### src/rtl/factorial_unit_if.sv
// factorial_unit_if: go/done request and result bundle for the factorial engine
interface factorial_unit_if #(
  parameter int IWIDE = 4,
  parameter int OWIDE = 32
);
  logic             go;
  logic             mode;
  logic [IWIDE-1:0] in;
  logic             busy;
  logic             done;
  logic             ovf;
  logic [OWIDE-1:0] out;
  modport master (output go, mode, in, input busy, done, ovf, out);
  modport slave  (input go, mode, in, output busy, done, ovf, out);
endinterface

### src/rtl/factorial_unit.sv
// factorial_unit: iterative n! / n!! engine, one multiply per clock, saturating on overflow
module factorial_unit #(
  parameter int IWIDE = 4,
  parameter int OWIDE = 32
) (
  input logic             Clk,
  input logic             Rst,
  factorial_unit_if.slave bus
);
  typedef enum logic [1:0] {IDLE, RUN, DONE} state_t;
  state_t           state_q, state_d;
  logic [IWIDE-1:0] cnt_q, cnt_d;
  logic             step_q, step_d;
  logic [OWIDE-1:0] prod_q, prod_d;
  logic [OWIDE-1:0] out_q, out_d;
  logic             ovf_q, ovf_d;
  logic [OWIDE+IWIDE-1:0] p;
  assign p = {{IWIDE{1'b0}}, prod_q} * {{OWIDE{1'b0}}, cnt_q};
  assign bus.busy = state_q == RUN;
  assign bus.done = state_q == DONE;
  assign bus.out  = out_q;
  assign bus.ovf  = ovf_q;
  // next state: accept in IDLE, multiply-and-count-down in RUN, any high product bit saturates
  always_comb begin
    state_d = state_q;
    cnt_d   = cnt_q;
    step_d  = step_q;
    prod_d  = prod_q;
    out_d   = out_q;
    ovf_d   = ovf_q;
    case (state_q)
      IDLE: if (bus.go) begin
        state_d = RUN;
        cnt_d   = bus.in;
        step_d  = bus.mode;
        prod_d  = OWIDE'(1);
        out_d   = '0;
        ovf_d   = 1'b0;
      end
      RUN: if (cnt_q <= IWIDE'(1)) begin
        out_d   = prod_q;
        state_d = DONE;
      end else if (|p[OWIDE+IWIDE-1:OWIDE]) begin
        ovf_d   = 1'b1;
        out_d   = '1;
        state_d = DONE;
      end else begin
        prod_d = p[OWIDE-1:0];
        cnt_d  = cnt_q - (step_q ? IWIDE'(2) : IWIDE'(1));
      end
      default: state_d = IDLE;
    endcase
  end
  // state register; reset discards any computation in flight
  always_ff @(posedge Clk) begin
    if (Rst) begin
      state_q <= IDLE;
      cnt_q   <= '0;
      step_q  <= 1'b0;
      prod_q  <= OWIDE'(1);
      out_q   <= '0;
      ovf_q   <= 1'b0;
    end else begin
      state_q <= state_d;
      cnt_q   <= cnt_d;
      step_q  <= step_d;
      prod_q  <= prod_d;
      out_q   <= out_d;
      ovf_q   <= ovf_d;
    end
  end
endmodule

### src/flat_wrapper.sv
// flat-port wrapper written by rule: the top's interface ports become plain ports
module factorial_unit_flat 
#(
  parameter int IWIDE = 4,
  parameter int OWIDE = 32
)
  (Clk, Rst, bus_go, bus_mode, bus_in, bus_busy, bus_done, bus_ovf, bus_out);
  factorial_unit_if #(.IWIDE(IWIDE), .OWIDE(OWIDE)) bus_i ();
  input logic Clk;
  input logic Rst;
  input wire logic [$bits(bus_i.go)-1:0] bus_go;
  input wire logic [$bits(bus_i.mode)-1:0] bus_mode;
  input wire logic [$bits(bus_i.in)-1:0] bus_in;
  output wire logic [$bits(bus_i.busy)-1:0] bus_busy;
  output wire logic [$bits(bus_i.done)-1:0] bus_done;
  output wire logic [$bits(bus_i.ovf)-1:0] bus_ovf;
  output wire logic [$bits(bus_i.out)-1:0] bus_out;
  assign bus_i.go = bus_go;
  assign bus_i.mode = bus_mode;
  assign bus_i.in = bus_in;
  assign bus_busy = bus_i.busy;
  assign bus_done = bus_i.done;
  assign bus_ovf = bus_i.ovf;
  assign bus_out = bus_i.out;
  factorial_unit #(.IWIDE(IWIDE), .OWIDE(OWIDE)) u_core (.Clk(Clk), .Rst(Rst), .bus(bus_i));
endmodule
### config.mk
export PLATFORM = sky130hd
export DESIGN_NAME = factorial_unit_flat
export DESIGN_NICKNAME = d
export VERILOG_FILES = /design/src/rtl/factorial_unit_if.sv /design/src/rtl/factorial_unit.sv /design/src/flat_wrapper.sv
export SDC_FILE = /design/constraint.sdc
export NUM_CORES = 1
export LEC_CHECK = 0
export CORE_MARGIN = 5
export CORE_UTILIZATION = 40
export DETAILED_ROUTE_END_ITERATION = 8
export PLACE_DENSITY = 0.68
export REMOVE_ABC_BUFFERS = 1
export SYNTH_ARGS = -nofsm -noshare
export SYNTH_HDL_FRONTEND = slang
export SYNTH_SLANG_ARGS = --single-unit
export TNS_END_PERCENT = 100
### constraint.sdc
create_clock -name Clk -period 5.3 [get_ports Clk]
set_clock_uncertainty 0.05 [all_clocks]
set_input_delay 0.53 -clock Clk [delete_from_list [all_inputs] [get_ports Clk]]
set_output_delay 0.53 -clock Clk [all_outputs]
set_load 0.02 [all_outputs]
# --- After elaboration in Yosys (flattened, before gate mapping) ---
# Cells that the tools add are included.
op_classes:
  addsub: 1
  multipliers: 1
  n_div: 0
  n_lt_le_gt_ge: 1
  n_eq_ne: 7
  shifts: 0
  n_mux: 21
  n_bitwise: 0
  n_reduce_logical: 8
op_table:
  columns: ["operator", "n"]
  rows:
  - ["$mux 32", 6]
  - ["$pmux 32 s2", 2]
  - ["$mul 32x4->36", 1]
  - ["$mux 4", 3]
  - ["$mux 2", 4]
  - ["$pmux 4 s2", 1]
  - ["$reduce_and 4->1", 2]
  - ["$ne 2x2->1 const B", 3]
  - ["$le 4x1->1 const B", 1]
  - ["$pmux 2 s2", 1]
  - ["$reduce_and 2->1", 2]
  - ["$reduce_or 4->1", 1]
  - ["$sub 4x4->4", 1]
  - ["$mux 1", 3]
  - ["$ne 3x1->1 const B", 1]
  - ["$reduce_and 3->1", 1]
  - ["$eq 2x1->1 const B", 1]
  - ["$eq 2x2->1 const B", 1]
  - ["$logic_not 2->1", 1]
  - ["$ne 2x1->1 const B", 1]
  - ["$pmux 1 s2", 1]
  - ["$reduce_bool 2->1", 1]
totals:
  reg_bits: 72
  latch_bits: 0
  ramBits: 0
  romBits: 0
  input_bits: 8
  output_inout_bits: 35
  wordCells: 45
  n_memories: 0

# --- Depth between registers and ports, before layout ---
# Gate-level depths: netlist (run 1).
logic_depth:
  word_depth: 5
  depth_mapped: 20
  mapped_depth_nobuf: 15

# --- Worst setup path after synthesis (run 1) ---
# No wires, ideal clock.
synth_timing:
  path_type: "flip-flop to flip-flop"
  startpoint: "reg u_core.cnt_q[3]"
  endpoint: "reg u_core.out_q[10], in the netlist u_core.bus.out[10]"
  setup_ps: 141
  arrival_time_ps: 4310
  t_required_ps: 5109
  slack_ps: 799
  stages_incl_launch_ff: 19
  path_buffers: 4
  synth_period_minus_slack_ps: 4501
  path_cell_list: "dfxtp_1 > buf_4 > clkbuf_1 > nand2_1 > fa_1 > inv_1 > fa_1 > fa_1 > a21o_1 > a221oi_4 > a2111o_1 > a211oi_2 > nor4_1 > o221ai_2 > or2_1 > buf_6 > o21ai_4 > buf_6 > a211oi_2"
synth_via:
  elab_chain_len: 4
  elab_cells_between_ends: 7
  cone_classes: "1 x mul; 1 x order compare; 1 x eq/ne; 2 x mux; 2 x reduce/logical"
synth_rtl:
  columns: ["element", "line_no", "source"]
  rows:
  - ["start, declared", "factorial_unit.sv:12", "logic [IWIDE-1:0] cnt_q, cnt_d;"]
  - ["start signal, assigned", "factorial_unit.sv:65", "cnt_q <= cnt_d;"]
  - ["$mul 32x4->36", "factorial_unit.sv:18", "assign p = {{IWIDE{1'b0}}, prod_q} * {{OWIDE{1'b0}}, cnt_q};"]
  - ["$reduce_or 4->1", "factorial_unit.sv:43", "end else if (|p[OWIDE+IWIDE-1:OWIDE]) begin"]
  - ["$ne 3x1->1 (no source line)", null, null]
  - ["$reduce_and 3->1 (no source line)", null, null]
  - ["end signal, assigned", "factorial_unit.sv:68", "out_q <= out_d;"]
  - ["end, declared", "factorial_unit.sv:15", "logic [OWIDE-1:0] out_q, out_d;"]
# Parallel ways exist; a longest one is shown, timed or not.
# A chain may end at the register's enable or synchronous reset.

# --- Final worst setup path (run 1) ---
layout_timing:
  startpoint: "reg u_core.cnt_q[2]"
  endpoint: "reg u_core.prod_q[14]"
layout_via:
  elab_chain_len: 4
  elab_cells_between_ends: 9
  cone_classes: "1 x mul; 1 x order compare; 2 x eq/ne; 3 x mux; 2 x reduce/logical"
layout_rtl:
  columns: ["element", "line_no", "source"]
  rows:
  - ["$mul 32x4->36", "factorial_unit.sv:18", null]
  - ["$reduce_or 4->1 or $mux 32 (tied branches)", "factorial_unit.sv:43", null]
  - ["$ne 2x2->1 (no source line) or $mux 32 (tied branches)", null, null]
  - ["$reduce_and 4->1 (no source line) or $pmux 32 s2 (tied branches)", null, null]
  - ["end signal, assigned", "factorial_unit.sv:67", "prod_q <= prod_d;"]
  - ["end, declared", "factorial_unit.sv:14", "logic [OWIDE-1:0] prod_q, prod_d;"]
# Parallel ways exist; a longest one is shown, timed or not. The select of a mux whose other input is x is not followed.

==> results of run 1 <==
[cell families (layout without fill, tap and decap cells)]
logic type,after synthesis,in the layout
fa+ha+maj,103,103
xor+xnor,28,28
compound gates,202,202
buf+inv,186,209
simple gates,358,358
flops,72,72
[worst min-delay path by stage]
stage / cells past startpoint / start / endpoint / slack [ns]
3_5_place_dp: 2 / u_core.bus.out[31] / u_core.bus.out[31] / 0.41
2_1_floorplan: 2 / u_core.step_q / u_core.step_q / 0.42
6_report: 2 / u_core.bus.out[21] / u_core.bus.out[21] / 0.41
5_1_grt: 2 / u_core.bus.out[3] / u_core.bus.out[3] / 0.44
3_3_place_gp: 2 / u_core.bus.out[25] / u_core.bus.out[25] / 0.40
4_1_cts: 2 / u_core.bus.out[19] / u_core.bus.out[19] / 0.42
[layer usage]
layer / track usage, % / share of wire (%) / routed length [um]
met5: 0 / 0 / 0
met1: 24.70 / 47 / 8965
met4: 6.005 / 1.8 / 348
met3: 2.974 / 5.0 / 962
met2: 30.08 / 47 / 8941
[worst reg2reg max path: stages (launching register included)]
cell and delay (ns):
dfxtp_1 0.46, buf_4 0.28, and2_1 0.19, fa_1 0.50, inv_1 0.05, fa_1 0.53, inv_1 0.04, ha_1 0.44
and4_1 0.26, nand3_1 0.18, a2111o_1 0.53, a211oi_2 0.32, nor4_2 0.08, o221ai_2 0.31, nor3_4 0.08, buf_4 0.17
buf_12 0.16, nand3b_1 0.18, a21oi_1 0.17
[what timing repair did]
item                                    4_1_cts  5_1_grt
resized for setup                             0        3
endpoints found under the setup margin        0       26
buffers inserted                              0        4
[flip-flops by register name (all words and copies together) (netlist names)]
| signal | count |
|---|---|
| u_core.bus.out | 32 |
| u_core.bus.ovf | 1 |
| u_core.cnt_q | 4 |
| u_core.prod_q | 32 |
| u_core.state_q | 2 |
| u_core.step_q | 1 |
[cells in the mapped netlist, types with 3 or more instances]
master         count
nand2_1          104
ha_1              42
o21a_1             7
xnor2_1           17
and3_2             3
dlygate4sd3_1      7
o21ai_0           24
xor2_1            11
nor3_1            12
buf_2              6
a211oi_1          13
o21bai_1           3
o211ai_1           6
nand3b_1          31
and2_1            93
a21o_1            14
a21oi_1           75
a31oi_1            3
buf_6              8
clkbuf_1          33
nand4_1            8
nor2_1            52
nor2b_1            5
a211oi_2          25
dfxtp_1           72
fa_1              61
nand2b_1           3
nand3_1           34
buf_4              6
inv_1            122
[power breakdown]
| part | switching [mW] | total, mW | internal [mW] |
|---|---|---|---|
| logic | 0.204 | 0.341 | 0.136 |
| clock network | 0.246 | 0.671 | 0.425 |
| registers | 0.0341 | 0.606 | 0.572 |
| total | 0.484 | 1.62 | 1.13 |
[layout make-up]
cell class	count	area share [%]
multi-input combinational	691	62.61
sequential	72	16.85
timing repair buffer	70	8.043
inverter	123	5.396
tap	234	3.422
clock buffer	13	2.925
clock inverter	3	0.7605
[stage by stage]
stage	worst slack [ns]	utilization [%]	instance area [um2]	hold slack (ns)
floorplan	-0.5727	-	7231	0.4179
global placement	0.3725	43.79	8190	0.4032
detailed placement	0.2558	43.79	8190	0.4056
CTS	0.2697	45.47	8506	0.4176
global route	0.01462	45.74	8556	0.4391
finish	0.2595	45.74	8556	0.4122
==> flow_summary.yaml, run 1 <==
drt:
  wl_um: 19220
  drt_first_pass_iters: 4
  wl_per_cell_um: 15.94
  postRouteAntennaNets: 0
  drc: 0
  vias: 6533
  vias_per_cell: 5.417
  drt_first_iter_violations: 354
hold_path:
  hp-class: "reg2reg"
yosys:
  synthMuxAreaShare_pct: 0
  synthSimpleGateAreaFrac_pct: 24.44
  synth_fa_ha_area_share_pct: 22.98
  synth_enable_flop_cells: 0
  yosysSeqAreaShare_pct: 18.96
  synth_xor_xnor_area_share_pct: 3.226
  yosys.area.top_type: "dfxtp_1"
  syn_area_per_cell_um2: 8.011
  yosysTopAreaCellShare_pct: 18.96
  yosysWarningCount: 0
  synthCells: 949
  synthTopCellsByArea: "dfxtp_1, fa_1, and2_1, ha_1, inv_1"
  synth_compound_area_share_pct: 19.44
  async_flop_share_pct: 0
  yosysUniqueCellTypes: 68
  syn_area_um2: 7602
  synthFlopType: "dfxtp_1"
  synth_seq_cells: 72
  synth_top_family_by_area: "simple AND/OR/NAND/NOR gates"
sta:
  layout_min_cycle_time_ns: 5.041
  tns_ns: 0
  rsz0062_at_grt: "false"
  finalSetupViolations: 0
  fmaxAchievable_mhz: 198.4
  slew_headroom_pct: 34.83
  hold_violations: 0
  fin_crit_sh_pct: 95.10
  worstMarginPinSlew_ns: 0.9763
  drv_slew: 0
critical_path:
  rr_worst_depth: 18
  r2r-end: "u_core.prod_q[14]"
  cp.required_ns: 5.53
  crit_chain: "buf_4 > and2_1 > fa_1 > inv_1 > fa_1 > inv_1 > ha_1 > and4_1 > nand3_1 > a2111o_1 > a211oi_2 > nor4_2 > o221ai_2 > nor3_4 > buf_4 > buf_12 > nand3b_1 > a21oi_1"
  cp_slowest_stage_delay_ns: 0.53
  end_kind: "flop"
  slowest_stage: "fa_1"
  path_class: "reg2reg"
  critPathLaunchType: "flop"
  critPathArrivalTime_ns: 5.27
  critPathTopFamily: "adder cells"
  startpoint: "u_core.cnt_q[2]"
  r2r_start: "u_core.cnt_q[2]"
  critical_path_buf_inv_count: 5
  cp_max_fo: 30
  cp.depth: 18
  endpoint: "u_core.prod_q[14]"
  rrSetupSlack_ns: 0.26
pwr:
  power.ir.vdd_worst_mv: 0.1285
  total_power_mw: 1.617
  p_leak_nw: 3.741
  powerDensity_nw_per_um2: 189.0
clock_network:
  cts_buffer_depth: 2
  cts_made_buffers: 9
  cts_tree: "yes"
  cts_max_level: 3
  clkTransAtPathRegs_ns: 0.06
  cts_sinks: 72
  hold_buffers: 0
  clk_latency_ns: 0.35
  root_buffer: "clkbuf_16"
placed_design:
  port_buffers: 42
  hpwl_um: 13970
  place_congestion: 0.9045
  dp.cells: 1186
finish:
  seq_area_um2: 1441
  nFillCells: 1831
  nNetsFinal: 1078
  multi_input_area_um2: 5356
  final_cell_mix: "inv_1, nand2_1, and2_1"
  fin_cells: 1206
  final_common_cell: "inv_1"
  drive_gt1_share_pct: 8.951
  diodes: 0
  area_growth_pct: 12.54
global_route:
  first_global_vias: 6487
  grt_pass1_wl_um: 32780
  grt_max_degree: 69
  grt.total_usage_pct: 18.31
  grt_antenna_before_repair: 0
  overflow: 0
job:
  maxCapViolCount: 0
floorplanning:
  die_h_um: 147.9
  io_pins: 43
  start_util_pct: 40.64
  core_um2: 18710
  die_area_um2: 21860
  die_w_um: 147.9
  rows: 50
run_status:
  status: "completed"
Power figures use the tool's default switching activity.
==> inputs of run 2 (changes only) <==
--- a/config.mk
+++ b/config.mk
@@ -6,9 +6,10 @@
 export NUM_CORES = 1
 export LEC_CHECK = 0
 export CORE_MARGIN = 5
-export CORE_UTILIZATION = 40
+export CORE_UTILIZATION = 25
 export DETAILED_ROUTE_END_ITERATION = 8
-export PLACE_DENSITY = 0.68
+export HOLD_SLACK_MARGIN = 0.12
+export PLACE_DENSITY = 0.51
 export REMOVE_ABC_BUFFERS = 1
 export SYNTH_ARGS = -nofsm -noshare
 export SYNTH_HDL_FRONTEND = slang
==> run 2 against run 1 <==
Global-route usage down 5.7 points. Clock power down 6.0%. Utilization down 17 points. Combinational power up 6.5%. Sequential cell count unchanged. Critical path type unchanged. Critical endpoint is now u_core.bus.out[31].
==> flow_summary.yaml, run 2 (synthesis results as in run 1) <==
finish:
  area_growth_pct: 13.99
  seq_area_um2: 1441
  multi_input_area_um2: 5336
  drive_gt1_share_pct: 8.108
  final_common_cell: "inv_1"
  nFillCells: 3234
  diodes: 0
  nNetsFinal: 1070
  final_cell_mix: "inv_1, nand2_1, and2_1"
clock_network:
  cts_buffer_depth: 2
  hold_buffers: 0
  root_buffer: "clkbuf_16"
  cts_made_buffers: 9
  cts-resized-gates: 0
  clkTransAtPathRegs_ns: 0.06
  clk_latency_ns: 0.34
  cts_max_level: 3
  post_cts_buffers: 0
  cts_tree: "yes"
  cts_sinks: 72
floorplanning:
  die_w_um: 184.4
  io_pins: 43
  rows: 63
  core_um2: 29800
  die_h_um: 184.4
  start_util_pct: 25.51
  die_area_um2: 34000
sta:
  fin_ws_ns: 0.4562
  rsz0062_at_grt: "false"
  whs_ns: 0.4158
  fmaxAchievable_mhz: 206.5
  fin_crit_sh_pct: 91.39
  layout_min_cycle_time_ns: 4.844
  finalSetupViolations: 0
  drv_slew: 0
  worstMarginPinSlew_ns: 0.8182
  hold_violations: 0
  slew_headroom_pct: 45.32
pwr:
  powerDensity_nw_per_um2: 182.7
  power.ir.vdd_worst_mv: 0.1163
  p_leak_nw: 3.693
  total_power_mw: 1.584
drt:
  wl_um: 20480
  drt_first_pass_iters: 5
  drt_first_iter_violations: 375
  wl_per_cell_um: 15.15
  postRouteAntennaNets: 0
  vias_per_cell: 4.720
  vias: 6381
  drc: 0
critical_path:
  critPathLaunchType: "flop"
  path_class: "reg2reg"
  critPathArrivalTime_ns: 4.98
  end_kind: "flop"
  cp.required_ns: 5.44
  cp_max_fo: 23
placed_design:
  place_congestion: 0.8526
  hpwl_um: 14870
  dp_slack_ns: 0.5120
  port_buffers: 42
run_status:
  status: "completed"
global_route:
  grt_antenna_before_repair: 0
  grt_pass1_wl_um: 34760
  first_global_vias: 6551
  grt.total_usage_pct: 12.60
  grt_max_degree: 48
  overflow: 0
job:
  maxCapViolCount: 0
hold_path:
  hp-class: "reg2reg"
[run 2: layer usage]
| metal | vias up | track usage, % | wire, um |
|---|---|---|---|
| met4 | 0 | 3.046 | 308 |
| met3 | 20 | 2.072 | 600 |
| met1 | 3115 | 17.21 | 10130 |
| met5 | - | 0 | 0 |
| met2 | 93 | 20.88 | 9440 |
| li1 | 3153 | - | - |
[run 2: final timing paths]
kind | start | end | slack (ns) | cells past startpoint
setup / recovery | u_core.cnt_q[3] | u_core.bus.out[31] | 0.46 | 16
hold / removal | u_core.bus.out[25] | u_core.bus.out[25] | 0.42 | 2
setup reg to reg | u_core.cnt_q[3] | u_core.bus.out[31] | 0.46 | 16
hold reg to reg | u_core.bus.out[25] | u_core.bus.out[25] | 0.42 | 2
[run 2: layout make-up]
type / instances / share of cell area (%)
Multi-Input combinational cell: 691 / 61.58
Clock inverter: 3 / 0.4909
Clock buffer: 11 / 2.917
Timing Repair Buffer: 62 / 7.421
Inverter: 123 / 5.328
Tap cell: 390 / 5.631
Sequential cell: 72 / 16.63
[run 2: critical path, cell delays in order, from the launching register on]
cell and delay, ns:
dfxtp_1 0.32, buf_4 0.27, nand2_1 0.13, fa_1 0.54, inv_1 0.06, fa_1 0.53, fa_1 0.48, a21o_1 0.24
a221oi_4 0.35, o221ai_2 0.26, and3_2 0.24, nor4_2 0.20, o221ai_2 0.15, or2_1 0.33, o21ai_4 0.23, buf_12 0.21
a211oi_1 0.09
[run 2: metrics by stage]
step / instances / utilization [%] / TNS [ns] / cell area, um2
final: 1352 / 29.08 / 0 / 8666
after global routing: 1352 / 29.08 / 0 / 8666
after CTS: 1352 / 29.08 / 0 / 8666
after detailed placement: 1338 / 28.09 / 0 / 8371
after global placement: 1338 / 28.09 / 0 / 8371
after floorplan: 886 / - / -12.82 / 7231
[run 2: power breakdown]
group	switching (mW)	leakage (nW)	internal, mW
sequential	0.0181	0.584	0.572
clock	0.246	0.143	0.384
combinational	0.230	2.97	0.133
